==> config.mk <==
export PLATFORM = sky130hd
export DESIGN_NAME = fpu_issue_ctrl_flat
export DESIGN_NICKNAME = d
export VERILOG_FILES = /design/src/rtl/fpu_issue_ctrl_if.sv /design/src/rtl/fpu_issue_ctrl.sv /design/src/flat_wrapper.sv
export SDC_FILE = /design/constraint.sdc
export NUM_CORES = 1
export LEC_CHECK = 0
export ABC_CLOCK_PERIOD_IN_PS = 11650
export BUFFER_PORTS_ARGS = -buffer_cell sky130_fd_sc_hd__buf_2
export CORE_AREA = 2 2 153 192
export CTS_CLUSTER_SIZE = 20
export DETAILED_ROUTE_END_ITERATION = 12
export DIE_AREA = 0 0 155 194
export GPL_TIMING_DRIVEN = 0
export PLACE_DENSITY = 0.81
export SYNTH_ARGS = -nofsm -noshare
export SYNTH_HDL_FRONTEND = slang
export SYNTH_SLANG_ARGS = --single-unit
==> constraint.sdc <==
create_clock -name clk -period 11.65 [get_ports clk]
set_input_delay 0 -clock clk [delete_from_list [all_inputs] [get_ports clk]]
set_output_delay 0 -clock clk [all_outputs]
set_load 0.02 [all_outputs]
==> src/rtl/fpu_issue_ctrl_if.sv <==
// Handshake and FPU-core bundle for fpu_issue_ctrl.
// slave: the controller side; master: the requester/consumer/FPU-model side.
interface fpu_issue_ctrl_if;
    logic        req_valid;
    logic        req_ready;
    logic [31:0] req_opA;
    logic [31:0] req_opB;
    logic [1:0]  req_op;
    logic [31:0] fpu_opA;
    logic [31:0] fpu_opB;
    logic [1:0]  fpu_op;
    logic [31:0] fpu_out;
    logic        rsp_valid;
    logic        rsp_ready;
    logic [31:0] rsp_result;
    logic [1:0]  rsp_op;
    logic        busy;

    modport slave (
        input  req_valid, req_opA, req_opB, req_op, fpu_out, rsp_ready,
        output req_ready, fpu_opA, fpu_opB, fpu_op, rsp_valid, rsp_result, rsp_op, busy
    );

    modport master (
        output req_valid, req_opA, req_opB, req_op, fpu_out, rsp_ready,
        input  req_ready, fpu_opA, fpu_opB, fpu_op, rsp_valid, rsp_result, rsp_op, busy
    );
endinterface

==> src/rtl/fpu_issue_ctrl.sv <==
// FPU issue controller: buffers requests in a FIFO, issues one op at a time to the FPU core,
// holds operands for the op-dependent latency, captures the result and returns it.
// Optional statistics ports (ops_done, max_fifo) are enabled by defining FPU_ISSUE_STATS_EN.
module fpu_issue_ctrl #(
    parameter int unsigned DEPTH      = 4,
    parameter int unsigned ADD_LAT    = 1,
    parameter int unsigned MULDIV_LAT = 32
) (
    input  logic                   clk,
    input  logic                   reset,
    fpu_issue_ctrl_if.slave        io
`ifdef FPU_ISSUE_STATS_EN
    ,
    output logic [31:0]            ops_done,
    output logic [$clog2(DEPTH):0] max_fifo
`endif
);
    localparam int unsigned PW = $clog2(DEPTH);
    localparam int unsigned CW = PW + 1;
    localparam logic [7:0] ADD_LAT_C    = 8'(ADD_LAT);
    localparam logic [7:0] MULDIV_LAT_C = 8'(MULDIV_LAT);

    typedef enum logic [1:0] {StIdle, StExec, StHold} state_e;

    typedef struct packed {
        logic [31:0] a;
        logic [31:0] b;
        logic [1:0]  op;
    } req_t;

    state_e          state_q, state_d;
    req_t            mem_q [DEPTH];
    req_t            mem_d [DEPTH];
    logic [PW-1:0]   wr_ptr_q, wr_ptr_d, rd_ptr_q, rd_ptr_d;
    logic [CW-1:0]   count_q, count_d;
    logic [7:0]      lat_cnt_q, lat_cnt_d;
    logic [31:0]     fpu_opA_q, fpu_opA_d, fpu_opB_q, fpu_opB_d;
    logic [1:0]      fpu_op_q, fpu_op_d;
    logic            rsp_valid_q, rsp_valid_d;
    logic [31:0]     rsp_result_q, rsp_result_d;
    logic [1:0]      rsp_op_q, rsp_op_d;
    logic            push, pop;
    req_t            head;

    assign io.req_ready  = (count_q != CW'(DEPTH));
    assign io.fpu_opA    = fpu_opA_q;
    assign io.fpu_opB    = fpu_opB_q;
    assign io.fpu_op     = fpu_op_q;
    assign io.rsp_valid  = rsp_valid_q;
    assign io.rsp_result = rsp_result_q;
    assign io.rsp_op     = rsp_op_q;
    assign io.busy       = (state_q != StIdle) || (count_q != '0);

    assign push = io.req_valid && io.req_ready;
    assign head = mem_q[rd_ptr_q];

    // FIFO write side and occupancy.
    always_comb begin
        mem_d    = mem_q;
        wr_ptr_d = wr_ptr_q;
        rd_ptr_d = rd_ptr_q;
        count_d  = count_q;
        if (push) begin
            mem_d[wr_ptr_q] = '{a: io.req_opA, b: io.req_opB, op: io.req_op};
            wr_ptr_d        = wr_ptr_q + PW'(1);
        end
        if (pop) begin
            rd_ptr_d = rd_ptr_q + PW'(1);
        end
        unique case ({push, pop})
            2'b10:   count_d = count_q + CW'(1);
            2'b01:   count_d = count_q - CW'(1);
            default: count_d = count_q;
        endcase
    end

    // Issue FSM: next state, pop decision, operand load and result capture.
    always_comb begin
        state_d      = state_q;
        lat_cnt_d    = lat_cnt_q;
        fpu_opA_d    = fpu_opA_q;
        fpu_opB_d    = fpu_opB_q;
        fpu_op_d     = fpu_op_q;
        rsp_valid_d  = rsp_valid_q;
        rsp_result_d = rsp_result_q;
        rsp_op_d     = rsp_op_q;
        pop          = 1'b0;
        unique case (state_q)
            StIdle: begin
                if (count_q != '0) pop = 1'b1;
            end
            StExec: begin
                lat_cnt_d = lat_cnt_q - 8'd1;
                if (lat_cnt_q == 8'd1) begin
                    rsp_result_d = io.fpu_out;
                    rsp_op_d     = fpu_op_q;
                    rsp_valid_d  = 1'b1;
                    state_d      = StHold;
                end
            end
            StHold: begin
                if (rsp_valid_q && io.rsp_ready) begin
                    rsp_valid_d = 1'b0;
                    if (count_q != '0) pop = 1'b1;
                    else               state_d = StIdle;
                end
            end
            default: state_d = StIdle;
        endcase
        // A pop always starts the next op, whether from IDLE or straight out of HOLD.
        if (pop) begin
            fpu_opA_d = head.a;
            fpu_opB_d = head.b;
            fpu_op_d  = head.op;
            lat_cnt_d = head.op[1] ? MULDIV_LAT_C : ADD_LAT_C;
            state_d   = StExec;
        end
    end

    // State registers.
    always_ff @(posedge clk or posedge reset) begin
        if (reset) begin
            state_q      <= StIdle;
            for (int i = 0; i < DEPTH; i++) mem_q[i] <= '0;
            wr_ptr_q     <= '0;
            rd_ptr_q     <= '0;
            count_q      <= '0;
            lat_cnt_q    <= '0;
            fpu_opA_q    <= '0;
            fpu_opB_q    <= '0;
            fpu_op_q     <= '0;
            rsp_valid_q  <= 1'b0;
            rsp_result_q <= '0;
            rsp_op_q     <= '0;
        end else begin
            state_q      <= state_d;
            mem_q        <= mem_d;
            wr_ptr_q     <= wr_ptr_d;
            rd_ptr_q     <= rd_ptr_d;
            count_q      <= count_d;
            lat_cnt_q    <= lat_cnt_d;
            fpu_opA_q    <= fpu_opA_d;
            fpu_opB_q    <= fpu_opB_d;
            fpu_op_q     <= fpu_op_d;
            rsp_valid_q  <= rsp_valid_d;
            rsp_result_q <= rsp_result_d;
            rsp_op_q     <= rsp_op_d;
        end
    end

`ifdef FPU_ISSUE_STATS_EN
    logic [31:0]   ops_done_q, ops_done_d;
    logic [CW-1:0] max_fifo_q, max_fifo_d;

    assign ops_done = ops_done_q;
    assign max_fifo = max_fifo_q;

    // Completed-op counter (wraps) and peak FIFO occupancy since reset.
    always_comb begin
        ops_done_d = ops_done_q;
        max_fifo_d = max_fifo_q;
        if (rsp_valid_q && io.rsp_ready) ops_done_d = ops_done_q + 32'd1;
        if (count_d > max_fifo_q)        max_fifo_d = count_d;
    end

    // Statistics registers.
    always_ff @(posedge clk or posedge reset) begin
        if (reset) begin
            ops_done_q <= '0;
            max_fifo_q <= '0;
        end else begin
            ops_done_q <= ops_done_d;
            max_fifo_q <= max_fifo_d;
        end
    end
`endif
endmodule

==> src/flat_wrapper.sv <==
// flat-port wrapper written by rule: the top's interface ports become plain ports
module fpu_issue_ctrl_flat 
#(
    parameter int unsigned DEPTH      = 4,
    parameter int unsigned ADD_LAT    = 1,
    parameter int unsigned MULDIV_LAT = 32
)
  (clk, reset, io_req_valid, io_req_opA, io_req_opB, io_req_op, io_fpu_out, io_rsp_ready, io_req_ready, io_fpu_opA, io_fpu_opB, io_fpu_op, io_rsp_valid, io_rsp_result, io_rsp_op, io_busy);
  fpu_issue_ctrl_if io_i ();
  input  logic clk;
  input  logic reset;
  input wire logic [$bits(io_i.req_valid)-1:0] io_req_valid;
  input wire logic [$bits(io_i.req_opA)-1:0] io_req_opA;
  input wire logic [$bits(io_i.req_opB)-1:0] io_req_opB;
  input wire logic [$bits(io_i.req_op)-1:0] io_req_op;
  input wire logic [$bits(io_i.fpu_out)-1:0] io_fpu_out;
  input wire logic [$bits(io_i.rsp_ready)-1:0] io_rsp_ready;
  output wire logic [$bits(io_i.req_ready)-1:0] io_req_ready;
  output wire logic [$bits(io_i.fpu_opA)-1:0] io_fpu_opA;
  output wire logic [$bits(io_i.fpu_opB)-1:0] io_fpu_opB;
  output wire logic [$bits(io_i.fpu_op)-1:0] io_fpu_op;
  output wire logic [$bits(io_i.rsp_valid)-1:0] io_rsp_valid;
  output wire logic [$bits(io_i.rsp_result)-1:0] io_rsp_result;
  output wire logic [$bits(io_i.rsp_op)-1:0] io_rsp_op;
  output wire logic [$bits(io_i.busy)-1:0] io_busy;
  assign io_i.req_valid = io_req_valid;
  assign io_i.req_opA = io_req_opA;
  assign io_i.req_opB = io_req_opB;
  assign io_i.req_op = io_req_op;
  assign io_i.fpu_out = io_fpu_out;
  assign io_i.rsp_ready = io_rsp_ready;
  assign io_req_ready = io_i.req_ready;
  assign io_fpu_opA = io_i.fpu_opA;
  assign io_fpu_opB = io_i.fpu_opB;
  assign io_fpu_op = io_i.fpu_op;
  assign io_rsp_valid = io_i.rsp_valid;
  assign io_rsp_result = io_i.rsp_result;
  assign io_rsp_op = io_i.rsp_op;
  assign io_busy = io_i.busy;
  fpu_issue_ctrl #(.DEPTH(DEPTH), .ADD_LAT(ADD_LAT), .MULDIV_LAT(MULDIV_LAT)) u_core (.clk(clk), .reset(reset), .io(io_i));
endmodule
## Word level (Yosys, flattened, before mapping)

Index checks and enable logic that the tools add are counted.

| cells by class | value |
|---|---|
| $add $sub $neg | 5 |
| $mul | 0 |
| divide/modulo/power cells | 0 |
| magnitude comparators | 3 |
| equality and inequality tests | 12 |
| shift operators | 0 |
| mux-type cells | 21 |
| bitwise gates (word level) | 2 |
| reduce and logical (&&, ||, !) cells | 13 |

Operator list:

| kind | count |
|---|---|
| $bwmux 264 | 1 |
| $mux 66 | 3 |
| $bmux 66 s2 | 1 |
| $demux 66 s2 | 1 |
| $mux 8 | 2 |
| $eq 8x1->1 const B | 1 |
| $mux 2 | 4 |
| $reduce_bool 2->1 | 4 |
| $sub 8x1->8 const B | 1 |
| $ge 3x3->1 const B | 2 |
| $mux 6 | 1 |
| $ne 2x1->1 const B | 3 |
| $ne 3x1->1 const B | 2 |
| $not 2->3 | 2 |
| $pmux 2 s3 | 1 |
| $pmux 3 s2 | 1 |
| $add 2x1->2 const B | 2 |
| $eq 2x1->1 const B | 2 |
| $eq 2x2->1 const B | 2 |
| $mux 1 | 4 |
| $pmux 1 s2 | 2 |
| $reduce_and 4->1 | 1 |
| $add 3x1->3 const B | 1 |
| $logic_and 1x1->1 | 3 |
| other kinds (9) | 9 |

| word-level totals | value |
|---|---|
| register bits | 382 |
| latch bits | 0 |
| memory bits (writable) | 0 |
| memory bits (read-only) | 0 |
| input bits | 102 |
| memories kept | 0 |

## Longest topological paths before layout

Gate-level depths: netlist (run 1).

| depth | value |
|---|---|
| word-level depth | 6 |
| depth in mapped cells | 12 |
| depth with buffers taken out | 9 |

## Worst setup path before layout (run 1)

No wires, ideal clock.

| path | value |
|---|---|
| path kind | reg2reg |
| start point | register u_core.rsp_valid_q, in the netlist u_core.io.rsp_valid |
| end point | register u_core.count_q[2] |
| data arrival time | 2.385 ns |
| data required time | 11.571 ns |
| slack | 9.186 ns |
| stages on the path, launching flop included | 13 |
| period minus slack after synthesis | 2.464 ns |
| path through | dfrtp_1 > a21boi_4 > or3_1 > buf_4 > inv_4 > buf_8 > buf_6 > ha_1 > inv_1 > fa_1 > xor2_1 > nor2_1 > xor2_1 |

| on the way | value |
|---|---|
| cells in the longest elaborated chain, start to end | 5 |
| elaborated cells between the ends (all ways) | 7 |

RTL lines:

| what | line | source |
|---|---|---|
| from (decl) | fpu_issue_ctrl.sv:39 | `logic rsp_valid_q, rsp_valid_d;` |
| from (signal assigned) | fpu_issue_ctrl.sv:145 | `rsp_valid_q <= rsp_valid_d;` |
| $logic_and 1x1->1 (*) | fpu_issue_ctrl.sv:102 | `if (rsp_valid_q && io.rsp_ready) begin` |
| $mux 1 (*) | fpu_issue_ctrl.sv:102 |  |
| $pmux 1 s2 (*) | fpu_issue_ctrl.sv:88 | `unique case (state_q)` |
| named net u_core.pop | fpu_issue_ctrl.sv:42 | `logic push, pop;` |
| $eq 2x1->1 / $eq 2x2->1 (equally long branches) | fpu_issue_ctrl.sv:70 | `unique case ({push, pop})` |
| $pmux 3 s2 / $reduce_bool 2->1 (equally long branches) | n/a |  |
| to (signal assigned) | fpu_issue_ctrl.sv:140 | `count_q <= count_d;` |
| to (decl) | fpu_issue_ctrl.sv:35 | `logic [CW-1:0] count_q, count_d;` |

The timed path passes the listed nets; every way through them passes the cells marked *.
A chain may end at the register's enable or synchronous reset.

## Worst setup path in the final report (run 1)

| path | value |
|---|---|
| start point | register u_core.state_q[1] |
| end point | register u_core.count_q[2] |

| on the way | value |
|---|---|
| cells in the longest elaborated chain, start to end | 4 |
| elaborated cells between the ends (all ways) | 7 |

RTL lines:

| what | line | source |
|---|---|---|
| from (decl) | fpu_issue_ctrl.sv:31 | `state_e state_q, state_d;` |
| from (signal assigned) | fpu_issue_ctrl.sv:123 | `state_q <= StIdle;` |
| from (signal assigned) | fpu_issue_ctrl.sv:136 | `state_q <= state_d;` |
| $eq 2x2->1 / $logic_not 2->1 (equally long branches) | fpu_issue_ctrl.sv:88 |  |
| $pmux 1 s2 (*) | fpu_issue_ctrl.sv:88 |  |
| named net u_core.pop | fpu_issue_ctrl.sv:42 |  |
| $eq 2x1->1 / $eq 2x2->1 (equally long branches) | fpu_issue_ctrl.sv:70 |  |
| $pmux 3 s2 / $reduce_bool 2->1 (equally long branches) | n/a |  |

Marked as above.

==> key figures, run 1 <==
Outcome
  – Status: finished clean

Synth
  – Post-synthesis mux area share: 34.7%
  – Top FF cell, synth: dfrtp_1
  – Post-synthesis cell type count: 41
  – Synth Area in XOR/XNOR: less than 1%
  – Area contributors post-synth: dfrtp_1 (59%), mux2_1 (15%), mux2_2 (10%)
  – Synthesized area per cell: 17.1 µm²
  – Post-Synth Simple-Gate Area: 1.39%
  – Largest family of logic cells by synthesized area: multiplexers
  – Register area share after synthesis: 59.0%
  – Cell taking the most area after synthesis: dfrtp_1
  – Cell count after synthesis: 947
  – Async SR Flop Fraction: 100%
  – Flops & latches, synth: 382
  – Adder-Cell Fraction of Synth Area: 0.664%
  – Syn Nets: roughly 1100
  – Complex-gate fraction of the synthesized area: less than 1%
  – Synth Cell Area: roughly 16000 µm²
  – YS warnings: 0
  – EDFF count, synth: 0
  – Synth top area share: 59.0%

Routing
  – Total routed wirelength: 33000 µm
  – Initial DRC count: 344
  – Antenna Violating Nets Remaining: 0
  – Vias/cell: 5.52
  – Drt wl/cell: between 15 and 20 µm
  – DR vias: approximately 9300
  – WL met2: 17300 µm
  – Met3 WL: 1320 µm
  – DRC Markers: 0
  – Initial DRT Pass Iterations: 4
  – Met1 WL: 13700 µm
  – Highest routed layer: met4

Critical path
  – Largest stage delay, worst path: 0.44 ns
  – CP Class: reg2reg
  – CP max stage cell: dfrtp_1
  – CP most frequent cell: xor2_1
  – Worst Setup End Kind: flop
  – WP data required: 12.09 ns
  – CP Max Fanout: 10
  – Worst EP arrival: 3.11 ns
  – CP delay by family, top: buffers and inverters
  – Worst setup SP type: flop
  – Crit path buffers/inverters: 5
  – Crit-path cells: a21boi_4, or3_1, buf_4, inv_4, buf_8, buf_6, ha_1, inv_1, fa_1, xor2_1, nor2_1, xor2_1

Place
  – Final Wtd Congestion: 0.769
  – # port buffers: 204
  – HPWL after DPL: 21700 µm

Finish
  – Synthesis-to-finish area growth: 24.3%
  – Layout cells sized above 1: 41.5%
  – Filler Cells Inserted: 1851
  – Layout net count: 1406
  – Final Util: a little under three quarters

Global route
  – Gr ovfl total: 0
  – Global Route Usage Sum: 22.6%
  – Initial antenna violation count: 1
  – First-pass GRT wire length: between 50000 and 60000 µm
  – Largest net degree at the start of global routing: 116
  – Vias in the first global route: slightly above 10000

Timing
  – Fin crit period: 2.67 ns
  – Max Slew Vio Count: 0
  – Final worst-path cycle share: a little under a quarter
  – Slew Limit Headroom: 50.9%
  – Fin Clk Skew: roughly 0.013 ns
  – Final setup fails: 0
  – Peak Freq: 0.374 GHz
  – RSZ-0062 raised after global routing: no
  – Final hold viol count: 0
  – Worst Tran Pin Value: 0.737 ns
  – Hold Slack: 0.0291 ns

Job
  – Max_cap viols: 0

Floorplan
  – Die X-Extent: 155 µm
  – Top Ports: 205
  – # rows: 69
  – Core area: 28200 µm²
  – Height of the die: 194 µm
  – Die area: 30100 µm²
  – Starting Density: 57.4%

CTS
  – CTS Buf Count: 39
  – Clock latency on the worst-skew pair: 0.52 ns
  – H-tree lvl count: 2
  – Clk buf depth: 3
  – TritonCTS clock tree: done
  – Root buffer cell: clkbuf_16
  – # clock sinks: 382
  – Clock slew at reported path FFs: 0.06 ns

Power and ir drop
  – Power density over the cells: 297 nW/µm²
  – Leakage power: 8.99 nW
  – Worst-case vdd ir drop: between 0.15 and 0.2 mV

Min path
  – HP Class: in2async
==> stage by stage <==
step	setup WS, ns	total power [mW]	instances	area [µm²]	TNS [ns]
detailed placement	8.95	4.68	1509	17800	0
CTS	8.94	6.04	1677	20100	0
floorplan	1.04	4.04	947	16200	0
finish	8.98	5.98	1678	20100	0
global route	8.83	6.33	1678	20100	0
global placement	-2.84	4.58	1506	17700	-1069.44
==> logic make-up after synthesis <==
kind of cell / count (synthesis)
flops: 382
mux: 433
buf+inv: 68
xor+xnor: 7
compound gates: 18
fa+ha+maj: 8
simple gates: 31
==> layout by cell type, fill, tap and decap left out, types with 6 or more instances in the layout <==
cell / instances
clkbuf_8: 13
inv_1: 9
buf_6: 17
clkbuf_1: 10
buf_2: 225
a21oi_1: 6
dlygate4sd3_1: 101
mux2_2: 147
buf_8: 6
buf_4: 6
ha_1: 7
clkbuf_16: 41
dfrtp_1: 382
mux4_2: 66
mux2_1: 218
==> tightest hold or removal path, delay by kind of cell <==
family	cells	cell delay, ns
buffers and inverters	3	0.97
==> sequential cells by signal (all words and copies together), names as in the netlist <==
name and flops:
u_core.mem_q 264, u_core.io.fpu_opA 32, u_core.io.fpu_opB 32, u_core.io.rsp_result 32, u_core.lat_cnt_q 8, u_core.count_q 3
u_core.io.fpu_op 2, u_core.io.rsp_op 2, u_core.rd_ptr_q 2, u_core.state_q 2, u_core.wr_ptr_q 2, u_core.io.rsp_valid 1
==> cells in the mapped netlist, types with 3 or more instances <==
master,instances
a21oi_1,6
buf_2,21
buf_4,6
buf_6,17
buf_8,6
clkbuf_1,6
dfrtp_1,382
ha_1,7
inv_1,10
mux2_1,218
mux2_2,147
mux4_2,66
nand2_1,4
nand3_2,5
nor2_1,4
o21ai_0,3
o31ai_1,3
or4_1,4
xnor2_1,4
xor2_1,3
==> routing by layer <==
layer	vias to the layer above	global-route usage (%)
met5	-	0
met4	0	6.62
met2	176	39.8
li1	4190	-
met3	53	4.43
met1	4850	28.5
==> final timing paths <==
kind / to / from / cells after the start / slack (ns)
max: u_core.count_q[2]$_DFFE_PP0P_ / u_core.state_q[1]$_DFFE_PP0P_ / 12 / 8.98
min: u_core.io.fpu_opA[30]$_DFFE_PP0N_ / reset / 3 / 0.03
max reg2reg: u_core.count_q[2]$_DFFE_PP0P_ / u_core.state_q[1]$_DFFE_PP0P_ / 12 / 8.98
min reg2reg: u_core.io.fpu_opB[16]$_DFFE_PP0N_ / u_core.io.fpu_opB[16]$_DFFE_PP0N_ / 1 / 0.48
max in group asynchronous: u_core.count_q[2]$_DFFE_PP0P_ / reset / 5 / 10.11
min in group clk: u_core.io.rsp_result[27]$_DFFE_PP0P_ / io_fpu_out[27] / 3 / 0.24
==> final cells by class <==
cell class                      instances  area [µm²]  area share [%]
Sequential cell                       382        9560            47.5
Clock buffer                           58        1220            6.06
Multi-Input combinational cell        497        6130            30.5
Inverter                               11        51.3           0.255
Buffer                                 57         459            2.28
Clock inverter                          9         145           0.721
Antenna cell                            1        2.50          0.0124
Timing Repair Buffer                  308        2110            10.5
Tap cell                              355         444            2.21
==> where the power goes <==
part | internal, mW | switching (mW) | total [mW] | leakage [nW]
clock | 0.809 | 0.499 | 1.31 | 0.680
sequential | 2.02 | 0.348 | 2.37 | 4.54
combinational | 1.25 | 1.05 | 2.30 | 3.77
==> repair_timing <==
item,CTS,global route
hold endpoints to repair,403,0
setup endpoints to repair,0,0
hold buffers,101,0
setup buffers,0,0
resized for setup,0,0
(Power assumes the default switching activity.)
==> inputs of run 2 (changes only) <==
ABC_CLOCK_PERIOD_IN_PS = 2200   (was 11650)
CORE_AREA = 2 2 161 203   (was 2 2 153 192)
DIE_AREA = 0 0 163 205   (was 0 0 155 194)
PLACE_DENSITY = 0.77   (was 0.81)
clock period = 2.2 ns   (was 11.65 ns; I/O delays follow)
==> key figures, run 2 (synthesized netlist as in run 1, its figures left out) <==
Finish
  – Commonest cells after routing, fill and taps aside: dfrtp_1 (379), buf_2 (222), mux2_1 (218) (was dfrtp_1 (382), buf_2 (225), mux2_1 (218))
  – Synthesis-to-finish area growth: 26.4% (was 24.3%)
  – Multi-input logic area: 6170 µm² (was 6130 µm²)
  – Layout net count: 1419 (was 1406)
  – Filler Cells Inserted: 2312 (was 1851)
  – Max FFs per register: 264 (unchanged)
  – Seq. cell area: 9560 µm² (about the same)
  – Commonest non-fill, non-tap cell in the layout: dfrtp_1 (unchanged)
  – Largest Register: u_core.mem_q (unchanged)
  – Final Cell Area: 20500 µm² (was 20100 µm²)
  – Non-Filler Instances: 1752 (was 1678)
  – Layout cells sized above 1: 43.2% (was 41.5%)

Global route
  – Global Route Usage Sum: 21.0% (was 22.6%)
  – Initial antenna violation count: 3 (was 1)
  – Gr ovfl total: 0 (unchanged)
  – First-pass GRT wire length: 54500 µm (was 53900 µm)
  – Largest net degree at the start of global routing: 44 (was 116)
  – Vias in the first global route: 10300 (about the same)

Routing
  – Vias/cell: 5.38 (was 5.52)
  – DRC Markers: 0 (unchanged)
  – Total routed wirelength: 33800 µm (was 33000 µm)
  – DR vias: 9424 (was 9269)
  – Initial DRT Pass Iterations: 4 (unchanged)
  – Initial DRC count: 346 (was 344)
  – Antenna Violating Nets Remaining: 0 (unchanged)
  – Drt wl/cell: 19.3 µm (was 19.7 µm)

Timing
  – Setup TNS: -0.0121 ns (was 0 ns)
  – Final hold viol count: 0 (unchanged)
  – Final setup fails: 1 (was 0)
  – Worst setup margin: -0.0121 ns (was 8.98 ns)
  – Fin Clk Skew: 0.0216 ns (was 0.0133 ns)
  – Peak Freq: 0.452 GHz (was 0.374 GHz)
  – Worst Tran Pin Value: 0.483 ns (was 0.737 ns)
  – Max Slew Vio Count: 0 (unchanged)
  – Slew Limit Headroom: 67.7% (was 50.9%)
  – RSZ-0062 raised after global routing: yes (was no)
  – Fin crit period: 2.21 ns (was 2.67 ns)
  – Final worst-path cycle share: 101% (was 23.0%)

Power and ir drop
  – Clock share of power: 22.3% (was 21.9%)
  – Share of power burned in registers: 39.0% (was 39.6%)
  – Switching Power: 10.2 mW (was 1.90 mW)
  – Combinational power share: 38.7% (was 38.5%)
  – Worst-case vdd ir drop: 1.00 mV (was 0.166 mV)
  – Leakage power: 9.10 nW (was 8.99 nW)
  – Switching Share: 31.9% (was 31.8%)
  – Power Internal: 21.9 mW (was 4.07 mW)
  – Power density over the cells: 1570 nW/µm² (was 297 nW/µm²)

CTS
  – CTS Buf Count: 40 (was 39)
  – H-tree lvl count: 2 (unchanged)
  – Root buffer cell: clkbuf_16 (unchanged)
  – Clock latency on the worst-skew pair: 0.53 ns (was 0.52 ns)
  – Clock slew at reported path FFs: 0.06 ns (about the same)
  – # clock sinks: 382 (unchanged)
  – TritonCTS clock tree: done (unchanged)
  – Clk buf depth: 3 (unchanged)

Critical path
  – Worst Setup End Kind: flop (unchanged)
  – CP Max Fanout: 4 (was 10)
  – R2R depth: 10 (was 12)
  – Reg2reg end: u_core.count_q[2]$_DFFE_PP0P_ (unchanged)
  – CP Class: reg2reg (unchanged)
  – Worst EP arrival: 2.66 ns (was 3.11 ns)
  – CP startpoint: u_core.state_q[1]$_DFFE_PP0P_ (unchanged)
  – WP data required: 2.65 ns (was 12.09 ns)
  – Slack of the worst reg-to-reg path: -0.01 ns (was 8.98 ns)
  – Crit path capture: u_core.count_q[2]$_DFFE_PP0P_ (unchanged)
  – Reg2reg start: u_core.state_q[1]$_DFFE_PP0P_ (unchanged)
  – Worst setup SP type: flop (unchanged)

Floorplan
  – Core area: 31500 µm² (was 28200 µm²)
  – Die area: 33400 µm² (was 30100 µm²)
  – # rows: 73 (was 69)
  – Starting Density: 51.4% (was 57.4%)
  – Top Ports: 205 (unchanged)
  – Height of the die: 205 µm (was 194 µm)
  – Die X-Extent: 163 µm (was 155 µm)

Place
  – # port buffers: 204 (unchanged)
  – Post-DP Area: 17900 µm² (was 17800 µm²)
  – HPWL after DPL: 22600 µm (was 21700 µm)
  – Placed cell count: 1573 (was 1509)
  – Final Wtd Congestion: 0.783 (was 0.769)

Job
  – Max_cap viols: 0 (unchanged)

Outcome
  – Failing checks: setup timing
  – Status: finished, violations left (was finished clean)

Min path
  – HP Class: in2async (unchanged)
## run 2: cell count changes in the layout (fill, tap and decap cells not counted), moves of 3 or more
cell        before  now
buf_16           3    0
dfrtp_2          0    3
clkbuf_1        10    6
clkinvlp_4       0    4
clkbuf_8        13   10
buf_12           0   11
buf_2          225  222
dfrtp_1        382  379
buf_4            6   13
clkbuf_2         1    6
## run 2: worst min path at each step
| stage | startpoint | depth (start not counted) | to | slack (ns) |
|---|---|---|---|---|
| after floorplan | io_fpu_out[0] | 1 | u_core.io.rsp_result[0]$_DFFE_PP0P_ | 0.13 |
| after global routing | reset | 3 | u_core.io.fpu_opA[28]$_DFFE_PP0N_ | 0.09 |
| after CTS | reset | 3 | u_core.io.fpu_opA[25]$_DFFE_PP0N_ | 0.04 |
| after detailed placement | reset | 2 | u_core.io.fpu_opA[28]$_DFFE_PP0N_ | 0.06 |
| final | reset | 3 | u_core.io.fpu_opA[25]$_DFFE_PP0N_ | 0.05 |
| after global placement | io_fpu_out[27] | 2 | u_core.io.rsp_result[27]$_DFFE_PP0P_ | 0.21 |
## run 2: power by group through the flow
stage | Sequential (mW) | Combinational, mW | Clock (mW)
3_3_place_gp | 12.4 | 11.9 | 0
3_5_place_dp | 12.6 | 12.3 | 0
5_1_grt | 12.9 | 13.5 | 7.63
4_1_cts | 12.5 | 12.7 | 7.31
2_1_floorplan | 13.3 | 8.13 | 0
6_report | 12.5 | 12.4 | 7.16
## run 2: worst max-delay path, cell delays in order, from the launching register on
cell and delay [ns]:
dfrtp_2 0.40, a21boi_4 0.16, or3_4 0.43, inv_6 0.09, buf_12 0.10, ha_4 0.12
inv_2 0.04, fa_2 0.37, xor2_1 0.16, nor2_1 0.11, xor2_1 0.16
## run 2: repair_timing
| action | CTS | global route |
|---|---|---|
| hold endpoints to repair | 381 | 0 |
| gates resized for setup | 16 | 9 |
| buffers inserted | 4 | 3 |
| pin swaps | 3 | 4 |
| hold buffers | 101 | 0 |
| setup endpoints to repair | 53 | 6 |
## run 2: layer usage
layer	vias up	global-route usage (%)	part of all wire [%]
met5	-	0	0.041
met2	183	37.6	53
met4	2	7.05	2.4
met3	58	3.77	4.0
li1	4232	-	-
met1	4949	25.6	41
## run 2: final cells by class
| class | count | area share (%) |
|---|---|---|
| Clock inverter | 15 | 1.14 |
| Tap cell | 412 | 2.52 |
| Inverter | 11 | 0.245 |
| Timing Repair Buffer | 322 | 11.2 |
| Buffer | 55 | 2.24 |
| Antenna cell | 2 | 0.0245 |
| Clock buffer | 56 | 5.78 |
| Multi-Input combinational cell | 497 | 30.2 |
| Sequential cell | 382 | 46.7 |
## run 2: stage by stage
| stage | setup WS (ns) | hold slack, ns | util [%] | power [mW] |
|---|---|---|---|---|
| floorplan | -2.93 | 0.132 | - | 21.4 |
| global placement | -5.02 | 0.210 | 56.3 | 24.3 |
| detailed placement | -0.485 | 0.0573 | 56.9 | 24.9 |
| CTS | -0.0709 | 0.0450 | 64.9 | 32.5 |
| global route | -0.108 | 0.0946 | 65.0 | 34.1 |
| finish | -0.0121 | 0.0501 | 65.0 | 32.1 |
==> inputs of run 3 (changes only) <==
ABC_AREA = 1   (was not set)
CORE_AREA = 2 2 163 205   (was 2 2 161 203)
DIE_AREA = 0 0 165 207   (was 0 0 163 205)
PLACE_DENSITY = 0.78   (was 0.77)
SKIP_CTS_REPAIR_TIMING = 1   (was not set)
TNS_END_PERCENT = 20   (was not set)
==> key figures, run 3 <==
Min path
  – HP Class: in2reg (was in2async)
  – Hold Path Origin: io_req_valid
  – Hold depth: 4
  – WHS Endpoint: u_core.wr_ptr_q[0]$_DFFE_PP0P_

Timing
  – Worst setup margin: -0.00530 ns (was -0.0121 ns)
  – Peak Freq: 0.453 GHz (was 0.452 GHz)
  – Final setup fails: 1 (unchanged)
  – Worst Tran Pin Value: 0.632 ns (was 0.483 ns)
  – Max Slew Vio Count: 0 (unchanged)
  – Setup TNS: -0.00530 ns (was -0.0121 ns)
  – Slew Limit Headroom: 57.9% (was 67.7%)
  – Final hold viol count: 0 (unchanged)
  – Fin Clk Skew: 0.0254 ns (was 0.0216 ns)
  – Hold Slack: 0.0407 ns (was 0.0501 ns)
  – Fin crit period: 2.21 ns (about the same)
  – Final worst-path cycle share: 100% (was 101%)
  – RSZ-0062 raised after global routing: yes (unchanged)

Synth
  – Commonest cells in the netlist: nand2_1 (816), dfrtp_1 (382), o21ai_0 (329) (was dfrtp_1 (382), mux2_1 (218), mux2_2 (147))
  – Cell taking the most area after synthesis: dfrtp_1 (unchanged)
  – Post-synthesis cell type count: 28 (was 41)
  – Async SR Flop Fraction: 100% (unchanged)
  – Flops & latches, synth: 382 (unchanged)
  – YS warnings: 0 (unchanged)
  – Syn Nets: 2162 (was 1057)
  – Synthesized area per cell: 8.26 µm² (was 17.1 µm²)
  – Register area share after synthesis: 56.4% (was 59.0%)
  – Top FF cell, synth: dfrtp_1 (unchanged)
  – EDFF count, synth: 0 (unchanged)
  – Synth top area share: 56.4% (was 59.0%)
  – Area contributors post-synth: dfrtp_1 (56%), nand2_1 (18%), o21ai_0 (9.7%) (was dfrtp_1 (59%), mux2_1 (15%), mux2_2 (10%))
  – Most numerous cell in the Yosys netlist: nand2_1 (was dfrtp_1)
  – Cell count after synthesis: 2052 (was 947)
  – Synth Cell Area: 17000 µm² (was 16200 µm²)

Floorplan
  – Height of the die: 207 µm (was 205 µm)
  – Die X-Extent: 165 µm (was 163 µm)
  – Die area: 34200 µm² (was 33400 µm²)
  – Top Ports: 205 (unchanged)
  – Core area: 32300 µm² (was 31500 µm²)
  – # rows: 74 (was 73)
  – Starting Density: 52.5% (was 51.4%)

Routing
  – Total routed wirelength: 48700 µm (was 33800 µm)
  – DRC Markers: 0 (unchanged)
  – Initial DRT Pass Iterations: 6 (was 4)
  – Antenna Violating Nets Remaining: 0 (unchanged)
  – Drt wl/cell: 17.1 µm (was 19.3 µm)
  – Initial DRC count: 1228 (was 346)
  – DR vias: 15500 (was 9424)
  – Vias/cell: 5.42 (was 5.38)

Critical path
  – R2R depth: 9 (was 10)
  – Slack of the worst reg-to-reg path: -0.005 ns (was -0.01 ns)
  – Worst Setup End Kind: flop (unchanged)
  – CP Class: reg2reg (unchanged)
  – Reg2reg start: u_core.wr_ptr_q[0]$_DFFE_PP0P_ (was u_core.state_q[1]$_DFFE_PP0P_)
  – Worst EP arrival: 2.63 ns (was 2.66 ns)
  – WP data required: 2.63 ns (was 2.65 ns)
  – Worst setup SP type: flop (unchanged)
  – Reg2reg end: u_core.mem_q[201]$_DFFE_PP0P_ (was u_core.count_q[2]$_DFFE_PP0P_)
  – CP Max Fanout: 10 (was 4)
  – CP startpoint: u_core.wr_ptr_q[0]$_DFFE_PP0P_ (was u_core.state_q[1]$_DFFE_PP0P_)

CTS
  – Clk buf depth: 3 (unchanged)
  – Clock latency on the worst-skew pair: 0.55 ns (was 0.53 ns)
  – CTS Buf Count: 37 (was 40)
  – # clock sinks: 382 (unchanged)
  – Clock slew at reported path FFs: 0.06 ns (about the same)
  – TritonCTS clock tree: done (unchanged)
  – Root buffer cell: clkbuf_16 (unchanged)
  – H-tree lvl count: 2 (unchanged)

Power and ir drop
  – Power density over the cells: 1570 nW/µm² (about the same)
  – Worst-case vdd ir drop: 0.687 mV (was 1.00 mV)
  – Power Total: 32.9 mW (was 32.1 mW)
  – Leakage power: 10.8 nW (was 9.10 nW)

Finish
  – Commonest non-fill, non-tap cell in the layout: nand2_1 (was dfrtp_1)
  – Final Util: 65.0% (about the same)
  – Synthesis-to-finish area growth: 24.0% (was 26.4%)
  – Layout net count: 2516 (was 1419)
  – Largest Register: u_core.mem_q (unchanged)
  – Non-Filler Instances: 2852 (was 1752)
  – Layout cells sized above 1: 14.6% (was 43.2%)
  – Final Cell Area: 21000 µm² (was 20500 µm²)
  – Max FFs per register: 264 (unchanged)
  – Commonest cells after routing, fill and taps aside: nand2_1 (816), dfrtp_1 (382), o21ai_0 (328) (was dfrtp_1 (379), buf_2 (222), mux2_1 (218))

Global route
  – Global Route Usage Sum: 27.7% (was 21.0%)
  – Largest net degree at the start of global routing: 44 (unchanged)
  – Gr ovfl total: 0 (unchanged)
  – Initial antenna violation count: 1 (was 3)
  – Vias in the first global route: 15200 (was 10300)
  – First-pass GRT wire length: 75700 µm (was 54500 µm)

Place
  – Post-DP Area: 18700 µm² (was 17900 µm²)
  – # port buffers: 204 (unchanged)
  – Setup WS pre-CTS: -0.963 ns (was -0.485 ns)
  – HPWL after DPL: 32900 µm (was 22600 µm)
  – Placed cell count: 2684 (was 1573)
  – Final Wtd Congestion: 0.866 (was 0.783)

Job
  – Max_cap viols: 0 (unchanged)

Outcome
  – Status: finished, violations left (unchanged)
  – Failing checks: setup timing (unchanged)
run 3: changes by cell type in the layout (fill, tap and decap cells not counted), moves of 23 or more:
cell      before  now
clkbuf_1       6   68
o21ai_0        3  328
o211ai_1       0   67
mux4_2        66    0
mux2_1       218    0
mux2_2       147    0
nand2_1        3  816
inv_1          8  156
nand3_1        0   42
a21oi_1        6   68
buf_2        222  245
run 3: worst max-delay path by stage:
| stage | to | slack, ns |
|---|---|---|
| floorplan | u_core.count_q[0]$_DFFE_PP0P_ | -2.93 |
| finish | u_core.mem_q[201]$_DFFE_PP0P_ | -0.005 |
| global placement | u_core.io.fpu_opA[23]$_DFFE_PP0N_ | -4.97 |
| global route | u_core.mem_q[247]$_DFFE_PP0P_ | -0.13 |
| CTS | u_core.count_q[2]$_DFFE_PP0P_ | -0.99 |
| detailed placement | u_core.count_q[2]$_DFFE_PP0P_ | -0.96 |
run 3: layout make-up:
class,count,area (µm²)
clock inverter,9,124
antenna,1,2.50
sequential,382,9560
buffer,137,694
tap,418,523
multi-input combinational,1371,6130
inverter,159,606
clock buffer,57,1100
fill,2618,11300
timing repair buffer,318,2280
run 3: layer usage:
metal  vias up  track usage (%)  wire, µm
li1       7226                -         -
met1      7488             34.4     18700
met2       617             47.4     25000
met3       132             4.67      3120
met4         0             11.9      1860
met5         -                0         0
run 3: critical path, stage by stage, from the launching register on:
cell      delay (ns)
dfrtp_1         0.37
inv_1           0.10
ha_1            0.21
inv_1           0.13
clkbuf_1        0.47
nor2_1          0.16
clkbuf_4        0.26
buf_2           0.23
nand2_1         0.10
nand2_1         0.06
run 3: cell families after synthesis:
logic type	after synthesis	synth area share, %
AOI/OAI and AO/OA	475	15.0
and+or+nand+nor	884	20.2
DFF	382	56.4
buffers and inverters	299	7.59
adders and majority gates	8	0.635
xor gates and xnor gates	4	0.207
run 3: where the power goes:
group	internal, mW	leakage (nW)	total [mW]	switching [mW]
clock network	3.81	0.604	6.53	2.71
logic	4.61	5.46	14.5	9.89
registers	10.4	4.74	11.9	1.47
total	18.8	10.8	32.9	14.1
